==> src/rtl/delay3.sv <==
// delay3
//   Runtime-programmable delay line. A W-bit data word and its valid tag are
//   delayed by N clock-enabled cycles, with N chosen at run time in 1..DMAX.
//   Samples are stored in a ring buffer indexed by a write pointer rather
//   than in a flop chain, so the delay can change without moving data.
//
// Parameters
//   DMAX  maximum delay in ce-cycles (power of two, 2..256)
//   W     data width in bits
//   LW    width of the delay select, log2(DMAX)+1 (derived)
//
// Ports
//   i_clk     clock, all logic on the rising edge
//   i_reset   synchronous active-high reset
//   i_ce      clock enable; the buffer only advances when high
//   i_delay   requested delay N, clamped to 1..DMAX
//   i_in      data word
//   i_valid   valid tag for i_in
//   o_out     delayed data word (registered)
//   o_valid   delayed valid tag, forced low until the buffer has filled
//   o_filled  buffer holds at least N samples since the last flush
module delay3 #(
  parameter int DMAX = 16,
  parameter int W = 8,
  localparam int LW = $clog2(DMAX) + 1
) (
  input  logic          i_clk,
  input  logic          i_reset,
  input  logic          i_ce,
  input  logic [LW-1:0] i_delay,
  input  logic [W-1:0]  i_in,
  input  logic          i_valid,
  output logic [W-1:0]  o_out,
  output logic          o_valid,
  output logic          o_filled
);

  localparam int AW = $clog2(DMAX);

  // A zero request means "no delay", which the line cannot do, so it becomes
  // one stage; requests beyond the buffer depth saturate at the depth.
  function automatic logic [LW-1:0] clamp_delay(input logic [LW-1:0] d);
    if (d == '0) begin
      return LW'(1);
    end else if (d > LW'(DMAX)) begin
      return LW'(DMAX);
    end else begin
      return d;
    end
  endfunction

  logic [W:0]    mem [DMAX];
  logic [LW-1:0] del_q;
  logic [LW-1:0] fill;
  logic [AW-1:0] wp;

  logic [LW-1:0] n_eff;
  logic          flush;
  logic          push;
  logic [AW-1:0] rd_addr;
  logic [W:0]    src_word;
  logic          reach;

  // The read address trails the write pointer by N-1 entries, so the word
  // leaving the buffer on a push is the one written N-1 pushes earlier; the
  // output register adds the last stage. With N=DMAX this lands on wp+1,
  // the oldest entry, which is never the slot being written on the same
  // edge. N=1 bypasses the RAM entirely.
  always_comb begin
    n_eff    = clamp_delay(i_delay);
    flush    = (n_eff != del_q);
    push     = i_ce && !flush;
    rd_addr  = wp - AW'(del_q - LW'(1));
    src_word = (del_q == LW'(1)) ? {i_valid, i_in} : mem[rd_addr];
    reach    = (fill + LW'(1)) >= del_q;
  end

  // Storage has no reset: whatever it holds after reset or a flush is kept
  // out of o_valid by the fill counter, so clearing it buys nothing.
  always_ff @(posedge i_clk) begin
    if (!i_reset && push) begin
      mem[wp] <= {i_valid, i_in};
    end
  end

  // Control and output registers. A change of the clamped delay flushes the
  // line on the same edge and wins over a simultaneous push, dropping the
  // sample on i_in; o_out is left alone so the datapath does not glitch.
  // fill saturates at the current delay and gates the valid tag, which is
  // how stale RAM contents are kept from surfacing as valid data.
  always_ff @(posedge i_clk) begin
    if (i_reset) begin
      del_q    <= n_eff;
      wp       <= '0;
      fill     <= '0;
      o_out    <= '0;
      o_valid  <= 1'b0;
      o_filled <= 1'b0;
    end else if (flush) begin
      del_q    <= n_eff;
      fill     <= '0;
      o_valid  <= 1'b0;
      o_filled <= 1'b0;
    end else if (i_ce) begin
      wp       <= wp + AW'(1);
      fill     <= reach ? del_q : fill + LW'(1);
      o_out    <= src_word[W-1:0];
      o_valid  <= src_word[W] && reach;
      o_filled <= reach;
    end
  end

endmodule

==> config.mk <==
export PLATFORM = sky130hd
export DESIGN_NAME = delay3
export DESIGN_NICKNAME = d
export VERILOG_FILES = /design/src/rtl/delay3.sv
export SDC_FILE = /design/constraint.sdc
export NUM_CORES = 1
export LEC_CHECK = 0
export BUFFER_PORTS_ARGS = -buffer_cell sky130_fd_sc_hd__buf_2
export CAP_MARGIN = 20
export CORE_UTILIZATION = 55
export CTS_BUF_LIST = sky130_fd_sc_hd__clkbuf_2 sky130_fd_sc_hd__clkbuf_4 sky130_fd_sc_hd__clkbuf_8
export DETAILED_ROUTE_END_ITERATION = 8
export PLACE_DENSITY = 0.87
export SYNTH_ARGS = -nofsm -noshare
export SYNTH_HDL_FRONTEND = slang
export SYNTH_SLANG_ARGS = --single-unit
==> constraint.sdc <==
create_clock -name i_clk -period 3.1 [get_ports i_clk]
set_input_delay 0 -clock i_clk [delete_from_list [all_inputs] [get_ports i_clk]]
set_output_delay 0 -clock i_clk [all_outputs]
set_load 0.02 [all_outputs]
* Word level (Yosys, flattened, before mapping) *
Memories as Yosys holds them, arrays and structs flattened.
Index checks and enable logic that the tools add are counted.

operators by class
  multiplexer cells = 8
  add/sub/neg operators = 4
  eq/ne operators = 2
  reduce and logical (&&, ||, !) cells = 9
  order comparisons = 2
  bitwise logic cells = 1

operator list
  cell                                                                    count
  5-bit 2-to-1 mux                                                        5
  9-bit 2-to-1 mux                                                        1
  5-bit by 1-bit adder with 5-bit output (second input constant)          1
  5-bit by 1-bit equality test with 1-bit output (second input constant)  1
  5-bit greater-or-equal comparator                                       1
  5-bit greater-than comparator (second input constant)                   1
  5-bit zero test                                                         1
  5-bit != test                                                           1
  4-bit by 1-bit adder with 4-bit output (second input constant)          1
  4-bit by 1-bit subtractor with 4-bit output (second input constant)     1
  4-bit subtractor                                                        1
  1-bit logical AND                                                       3
  1-bit zero test                                                         2
  1-bit 2-to-1 mux                                                        2
  2-bit AND reduction                                                     1
  2-bit nonzero test                                                      1
  2-bit OR reduction                                                      1
  1-bit NOT                                                               1

storage, ports and cells
  memory bits (writable) = 144
  output and inout port bits = 10
  memories = 1
  logic and storage cells = 33
  register bits = 24
  bits of input ports = 17

memory list
  memory  depth  width  rd ports  clocked after memory_dff  wr ports  line  RTL
  mem     16     9      1         0                         1         52    logic [W:0] mem [DMAX];

* Logic depth before layout (Yosys ltp) *
Gate-level depths: netlist of the first run.

  word-level depth = 9
  gate-level depth with buffers = 11
  gate-level depth less buffers = 11

* Worst setup path before layout of the first run *
OpenSTA, ideal clock, no wires.

  path kind = reg2reg
  from = register del_q[2]
  to = memory mem[10][0] in the netlist's numbering (enable)
  setup time = 399 ps
  arrival time = 2,773 ps
  clock period less this slack = 3,172 ps
  stages on the path, launching flop included = 8
  data required time = 2,701 ps
  setup slack = -72 ps
  path through = edfxtp_1 or4b_1 o32a_1 a221o_2 nor2_4 inv_2 buf_6 nor4_1

on the way
  word-level cells in the longest chain between the ends = 6

ends and longest elaborated chain
  what                                    line  RTL
  start: declaration                      53    logic [LW-1:0] del_q;
  start signal: assignment                93    del_q <= n_eff;
  start signal: assignment                100   del_q <= n_eff;
  5-bit != test                           71    flush = (n_eff != del_q);
  1-bit zero test                         72    push = i_ce && !flush;
  1-bit logical AND                       72
  1-bit logical AND                       81    if (!i_reset && push) begin
  1-bit 2-to-1 mux                        81
  1-bit 2-to-1 mux (implied by the code)  82    mem[wp] <= {i_valid, i_in};
  end: declaration                        52

No other way between the ends.

* Worst setup path after layout of the first run *
  from = register del_q[1]
  to = register o_out[2]

on the way
  word-level cells in the longest chain between the ends = 4

ends and longest elaborated chain
  what                                         line  RTL
  4-bit by 1-bit subtractor with 4-bit output  73    rd_addr = wp - AW'(del_q - LW'(1));
  4-bit subtractor                             73
  memory read 16 x 9 bit                       n/a
  9-bit 2-to-1 mux                             74    src_word = (del_q == LW'(1)) ? {i_valid, i_in} : mem[rd_addr];
  end signal: assignment                       107   o_out <= src_word[W-1:0];
  end: declaration                             33    output logic [W-1:0] o_out,

Several ways; a longest one is shown, not always the timed one.
A chain may end at the register's enable or synchronous reset.

==> results.py, run 1 <==
metrics = {
    "power_and_ir_drop": {
        "p_clk_frac": 0.355,
        "power_density_nw_per_um2": 547.7,
        "cell_internal_pwr_w": 0.003435,
        "leakage_nw": 2.794,
        "ir_worst_vdd_uv": 315.7,
        "seqPwrFrac": 0.550,
        "p_sw_w": 0.001068,
        "pwr-share-comb": 0.096,
        "p_sw_frac": 0.2371,
    },
    "sta": {
        "holdWs_ns": 0.4417,
        "fmax_ghz": 0.3328,
        "hold_violations": 0,
        "tightestPinTransition_ns": 0.6561,
        "slew_headroom": 0.5626,
        "fin_skew_ns": 0.01034,
        "final-setup-viol-count": 0,
        "grt_setup_unrepaired": "false",
        "period_share": 0.9693,
        "fin_crit_ns": 3.005,
        "maxSlewViolCount": 0,
    },
    "worst_setup_path": {
        "timing_worst_setup_path_type": "reg2reg",
        "path_buf_inv": 3,
        "crit-reg2reg-launch": "del_q[1]$_DFFE_PP_",
        "cp.required_ns": 3.45,
        "reg2reg_slack_ns": 0.1,
        "cp_cell_sequence": "ha_1 -> inv_1 -> ha_1 -> inv_1 -> fa_2 -> xor2_4 -> xnor2_4 -> buf_12 -> mux4_2 -> and4_1 -> a221o_1",
        "crit_fanout": 9,
        "crit_cells": 11,
        "cp-start-kind": "flop",
        "reg2reg_depth": 11,
        "endpoint_kind": "flop",
        "cp_top_family": "adder cells",
        "slowest_stage": "mux4_2",
        "crit_path_start": "del_q[1]$_DFFE_PP_",
        "r2r_end": "o_out[2]$_SDFFE_PP0P_",
        "cpPeakStageDelay_ns": 0.50,
        "crit_path_end": "o_out[2]$_SDFFE_PP0P_",
        "cp.arrival_ns": 3.35,
    },
    "yosys": {
        "yosysTopAreaCellShare": 0.6265,
        "ys_seq_area_frac": 0.6797,
        "syn_nets": 421,
        "synth_ff_type": "edfxtp_1",
        "async_flop_share": 0,
        "synth_cell_types": 48,
        "synth_edf_count": 149,
        "synthCells": 389,
        "post_synth_main_area_contributors": "edfxtp_1, mux4_2, dfxtp_1",
        "netlist_area_um2": 7142,
        "synth_area_per_cell_um2": 18.36,
        "yosysWarnings": 0,
        "yosys.area.top_type": "edfxtp_1",
        "ys_seq_elements": 168,
    },
    "grt": {
        "grt_pass1_wl_mm": 21.69,
        "grt_pass1_vias": 3943,
        "grt_max_degree": 37,
        "busiest_layer": "met2",
        "met2_usage": 0.3687,
        "antenna_found_initial": 0,
        "track_usage": 0.2251,
        "grtUsageMet1": 0.2956,
        "use_met3": 0.05021,
        "grt_overflow": 0,
    },
    "placed_design": {
        "port_buffers": 26,
        "post-place-cells": 588,
        "gp_congestion": 0.8270,
        "dp_hpwl_mm": 9.349,
    },
    "clocking": {
        "htreeDepth": 4,
        "cts_sinks": 168,
        "cts_tree": "done",
        "clk_latency_ns": 0.45,
        "root_buffer": "clkbuf_8",
        "cts_made_buffers": 17,
        "clockBufferDepth": 2,
        "clk_pin_slew_ns": 0.09,
    },
    "routing": {
        "first_iter_violations": 390,
        "drt-pass1-iter-count": 5,
        "route.detailed.drc": 0,
        "via_count": 3870,
        "wl_per_cell_um": 21.45,
        "vias_per_cell": 6.066,
        "drt_wl_total_mm": 13.68,
        "ant_nets": 0,
    },
    "floorplanning": {
        "dieArea_um2": 13440,
        "start_util": 0.5659,
        "rows": 41,
        "die_w_um": 116.0,
        "io_pins": 27,
        "core-area_um2": 12620,
        "die_h_um": 116.0,
    },
    "finish": {
        "areaGrowthSynthToFinish_pct": 15.10,
        "finalNonFillerCells": 638,
        "drive_gt1_frac": 0.2983,
        "mostFrequentLayoutCell": "edfxtp_1",
        "antennaDiodeCount": 0,
        "mostFrequentLayoutCells": "edfxtp_1, mux4_2, buf_2, dfxtp_1",
        "final_nets": 485,
    },
    "job": {
        "cap_viol_max_count": 0,
    },
    "min_path": {
        "holdCritPathClass": "in2reg",
        "min_from": "i_delay[4]",
    },
    "run_status": {
        "status": "completed",
    },
}
==> metal layers <==
| layer | up-vias | wire length, um |
|---|---|---|
| li1 | 1725 | - |
| met1 | 1984 | 5701 |
| met2 | 138 | 6976 |
| met3 | 23 | 797 |
| met4 | 0 | 208 |
| met5 | - | 0 |
==> state kept, by name (all words and copies together), names as in the netlist <==
register,flops
mem,144
o_filled,1
fill,5
wp,4
o_valid,1
del_q,5
o_out,8
==> worst reg2reg max path, cell delays in order (launching register included) <==
cell and delay (ns):
edfxtp_1 0.40, ha_1 0.31, inv_1 0.07, ha_1 0.15
inv_1 0.05, fa_2 0.38, xor2_4 0.22, xnor2_4 0.19
buf_12 0.16, mux4_2 0.51, and4_1 0.22, a221o_1 0.25
==> logic make-up (layout without fill, tap and decap cells) <==
group                    Yosys count  in the layout  share of synthesized area
flip-flops                       168            168                     0.6797
AND/OR/NAND/NOR                   72             72                    0.06517
buffers and inverters             39            116                    0.02645
adder cells (fa/ha/maj)           15             15                    0.02733
multiplexers                      49             49                     0.1501
XOR/XNOR                           8              8                    0.01086
AO/OA/AOI/OAI                     38             38                    0.04030
==> worst min-delay path by stage <==
stage                                endpoint  depth (start not counted)
final                      del_q[4]$_DFFE_PP_                          2
after global routing       del_q[4]$_DFFE_PP_                          2
after CTS                  del_q[4]$_DFFE_PP_                          2
after detailed placement   del_q[4]$_DFFE_PP_                          1
after global placement     del_q[4]$_DFFE_PP_                          1
after floorplan           mem[0][0]$_DFFE_PP_                          0
==> stage by stage <==
step | setup TNS [ns] | total power [W] | utilization | worst slack [ns] | area [um^2]
after global placement | 0 | 0.002915 | 0.6022 | 0.1104 | 7600
after CTS | 0 | 0.004514 | 0.6497 | 0.02729 | 8199
after global routing | 0 | 0.004654 | 0.6514 | 0.01210 | 8220
final | 0 | 0.004503 | 0.6514 | 0.09517 | 8220
after detailed placement | -0.06153 | 0.002934 | 0.6022 | -0.02620 | 7600
after floorplan | -2.585 | 0.002812 | - | -0.07182 | 7153
==> final cells by class <==
cell class              count  area, um^2
repair buffers             64       495.5
flip-flops and latches    168        4855
multi-input cells         182        2158
well taps                 172       215.2
clock buffers              17       234.0
fillers                   814        4399
inverters                  20       75.07
clock inverters            15       187.7
==> synth_stat cells (6+ instances only) <==
| master | count |
|---|---|
| a21oi_1 | 6 |
| nand2_1 | 9 |
| inv_1 | 18 |
| ha_1 | 14 |
| a221o_1 | 9 |
| dfxtp_1 | 19 |
| and4_1 | 13 |
| nand3_1 | 10 |
| nor2_1 | 15 |
| edfxtp_1 | 149 |
| mux4_2 | 41 |
| clkbuf_1 | 10 |
==> power groups by stage <==
stage	clock network [W]	logic, W	registers (W)
floorplan	0	0.000281	0.00253
global placement	0	0.000389	0.00253
detailed placement	0	0.000408	0.00253
CTS	0.00161	0.000427	0.00247
global route	0.00171	0.000465	0.00248
finish	0.00160	0.000431	0.00247
==> repair_timing <==
action	CTS	global route
hold buffers	17	0
hold endpoints to repair	159	0
setup endpoints to repair	8	8
pin swaps	0	1
buffers inserted	0	1
resized for setup	1	2
Note: power is estimated with default switching activity, not from simulation.
==> run 2, diff against run 1 <==
==> constraint.sdc (replaced) <==
create_clock -name i_clk -period 2.6 [get_ports i_clk]
set_input_delay 0.13 -clock i_clk [delete_from_list [all_inputs] [get_ports i_clk]]
set_output_delay 0.13 -clock i_clk [all_outputs]
set_load 0.02 [all_outputs]
==> run 2 against run 1 <==
Against the previous run:
- non-clock buffer count increased by 24
- critical path type unchanged
- sequential share of layout area decreased by 4.3 points
- setup slack got worse by 0.52 ns
- via count increased by 7.3%
- total power increased by 16%
- register-to-register slack got worse by 0.52 ns
- sequential power increased by 19%
- die area unchanged
- global-route usage increased by 3.6 points
- the run now ends with setup timing left
- fmax decreased by 0.79%
- clock skew about the same
- critical path depth unchanged
==> results.py, run 2 (synthesized netlist as in run 1, its figures left out) <==
metrics = {
    "routing": {
        "vias_per_cell": 6.242,
        "drt-pass1-iter-count": 5,
        "ant_nets": 0,
        "first_iter_violations": 403,
        "route.detailed.drc": 0,
        "drt_wl_total_mm": 16.47,
        "via_count": 4151,
        "wl_per_cell_um": 24.77,
    },
    "finish": {
        "reg_top3": "mem: 144 flops, o_out: 8 flops",
        "multi_input_area_um2": 2332,
        "finalNonFillerCells": 665,
        "fin_util": 0.7034,
        "final_nets": 512,
        "regMostFlops": "mem",
        "drive_gt1_frac": 0.3955,
        "areaGrowthSynthToFinish_pct": 24.28,
        "mostFrequentLayoutCells": "edfxtp_1, mux4_2, buf_2, buf_4",
        "n_fill_cell": 760,
        "seq_area_um2": 4856,
        "antennaDiodeCount": 0,
        "mostFrequentLayoutCell": "edfxtp_1",
        "largest_register_ffs": 144,
    },
    "sta": {
        "slew_headroom": 0.4716,
        "hold_violations": 0,
        "grt_setup_unrepaired": "true",
        "period_share": 1.165,
        "fin_crit_ns": 3.029,
        "fmax_ghz": 0.3302,
        "worst_slack_ns": -0.4288,
        "fin_skew_ns": 0.009948,
        "tightestPinTransition_ns": 0.7896,
        "holdWs_ns": 0.05520,
        "maxSlewViolCount": 0,
        "final-setup-viol-count": 162,
    },
    "floorplanning": {
        "core-area_um2": 12620,
        "die_w_um": 116.0,
        "dieArea_um2": 13440,
        "die_h_um": 116.0,
        "start_util": 0.5659,
        "rows": 41,
        "io_pins": 27,
    },
    "min_path": {
        "holdCritPathClass": "in2reg",
    },
    "worst_setup_path": {
        "cp-start-kind": "flop",
        "timing_worst_setup_path_type": "reg2reg",
        "endpoint_kind": "flop",
        "crit_fanout": 9,
        "cp.arrival_ns": 3.38,
        "cp.required_ns": 2.95,
    },
    "power_and_ir_drop": {
        "p_sw_frac": 0.2478,
        "pwr-share-comb": 0.110,
        "leakage_nw": 3.052,
        "cell_internal_pwr_w": 0.003938,
        "ir_worst_vdd_uv": 364.6,
        "seqPwrFrac": 0.564,
        "p_sw_w": 0.001297,
        "p_clk_frac": 0.327,
        "power_density_nw_per_um2": 589.8,
    },
    "clocking": {
        "root_buffer": "clkbuf_8",
        "cts_tree": "done",
        "clk_pin_slew_ns": 0.09,
        "htreeDepth": 4,
        "clockBufferDepth": 2,
        "cts_made_buffers": 17,
        "cts_sinks": 168,
        "clk_latency_ns": 0.46,
    },
    "run_status": {
        "violations": "setup timing",
        "status": "finished, violations left",
    },
    "grt": {
        "grt_pass1_vias": 4127,
        "grt_max_degree": 37,
        "antenna_found_initial": 0,
        "grt_pass1_wl_mm": 24.21,
        "grt_overflow": 0,
        "track_usage": 0.2607,
    },
    "placed_design": {
        "port_buffers": 26,
        "place_ws_ns": -0.5074,
        "post-place-cells": 603,
        "gp_congestion": 0.8025,
        "dp_hpwl_mm": 9.780,
    },
    "job": {
        "cap_viol_max_count": 0,
    },
}
## run 2: metal layers
| metal | part of all wire | global-route usage |
|---|---|---|
| met1 | 0.38 | 0.3306 |
| met2 | 0.51 | 0.4262 |
| met3 | 0.073 | 0.06276 |
| met4 | 0.038 | 0.1256 |
| met5 | 0 | 0 |
## run 2: power by group through the flow
stage	sequential, W	clock (W)	combinational (W)
floorplan	0.00302	0	0.000344
global placement	0.00301	0	0.000486
detailed placement	0.00301	0	0.000511
CTS	0.00295	0.00172	0.000553
global route	0.00295	0.00183	0.000610
finish	0.00295	0.00171	0.000575
## run 2: path summary, 6_finish.rpt
check,startpoint,slack (ns),cells after the start,to
worst max-delay path,del_q[1]$_DFFE_PP_,-0.43,11,o_out[3]$_SDFFE_PP0P_
worst min-delay path,i_in[7],0.06,1,mem[8][7]$_DFFE_PP_
worst max register to register,del_q[1]$_DFFE_PP_,-0.43,11,o_out[3]$_SDFFE_PP0P_
worst min register to register,fill[4]$_SDFFE_PP0P_,0.49,2,fill[4]$_SDFFE_PP0P_
## run 2: through the flow
stage          total power (W)  setup TNS [ns]  instance area (um^2)
2_1_floorplan         0.003360          -6.375                  7291
3_3_place_gp          0.003497          -9.476                  8013
3_5_place_dp          0.003523          -15.95                  8013
4_1_cts               0.005220          -35.60                  8761
5_1_grt               0.005389          -45.87                  8876
6_report              0.005235          -36.33                  8876
## run 2: area by class of cell
cell class,instances,share of cell area
Tap cell,172,0.02425
Sequential cell,168,0.5471
Inverter,20,0.009304
Timing Repair Buffer,88,0.1157
Clock inverter,13,0.01283
Clock buffer,19,0.02805
Multi-Input combinational cell,185,0.2628
## run 2: timing repair
item	in CTS	in global routing
cloned	6	4
gates resized for setup	25	25
buffers inserted	16	8
setup endpoints to repair	126	164
hold endpoints to repair	3	0
hold buffers	3	0
pin swaps	8	5
## run 2: worst max-delay path: stages (launching register included)
cell and delay [ns]:
edfxtp_1 0.41, ha_1 0.31, inv_1 0.07, ha_1 0.14, inv_1 0.05, fa_2 0.37
xor2_4 0.18, xnor2_4 0.19, buf_12 0.16, mux4_2 0.50, and4_1 0.24, a221o_1 0.28
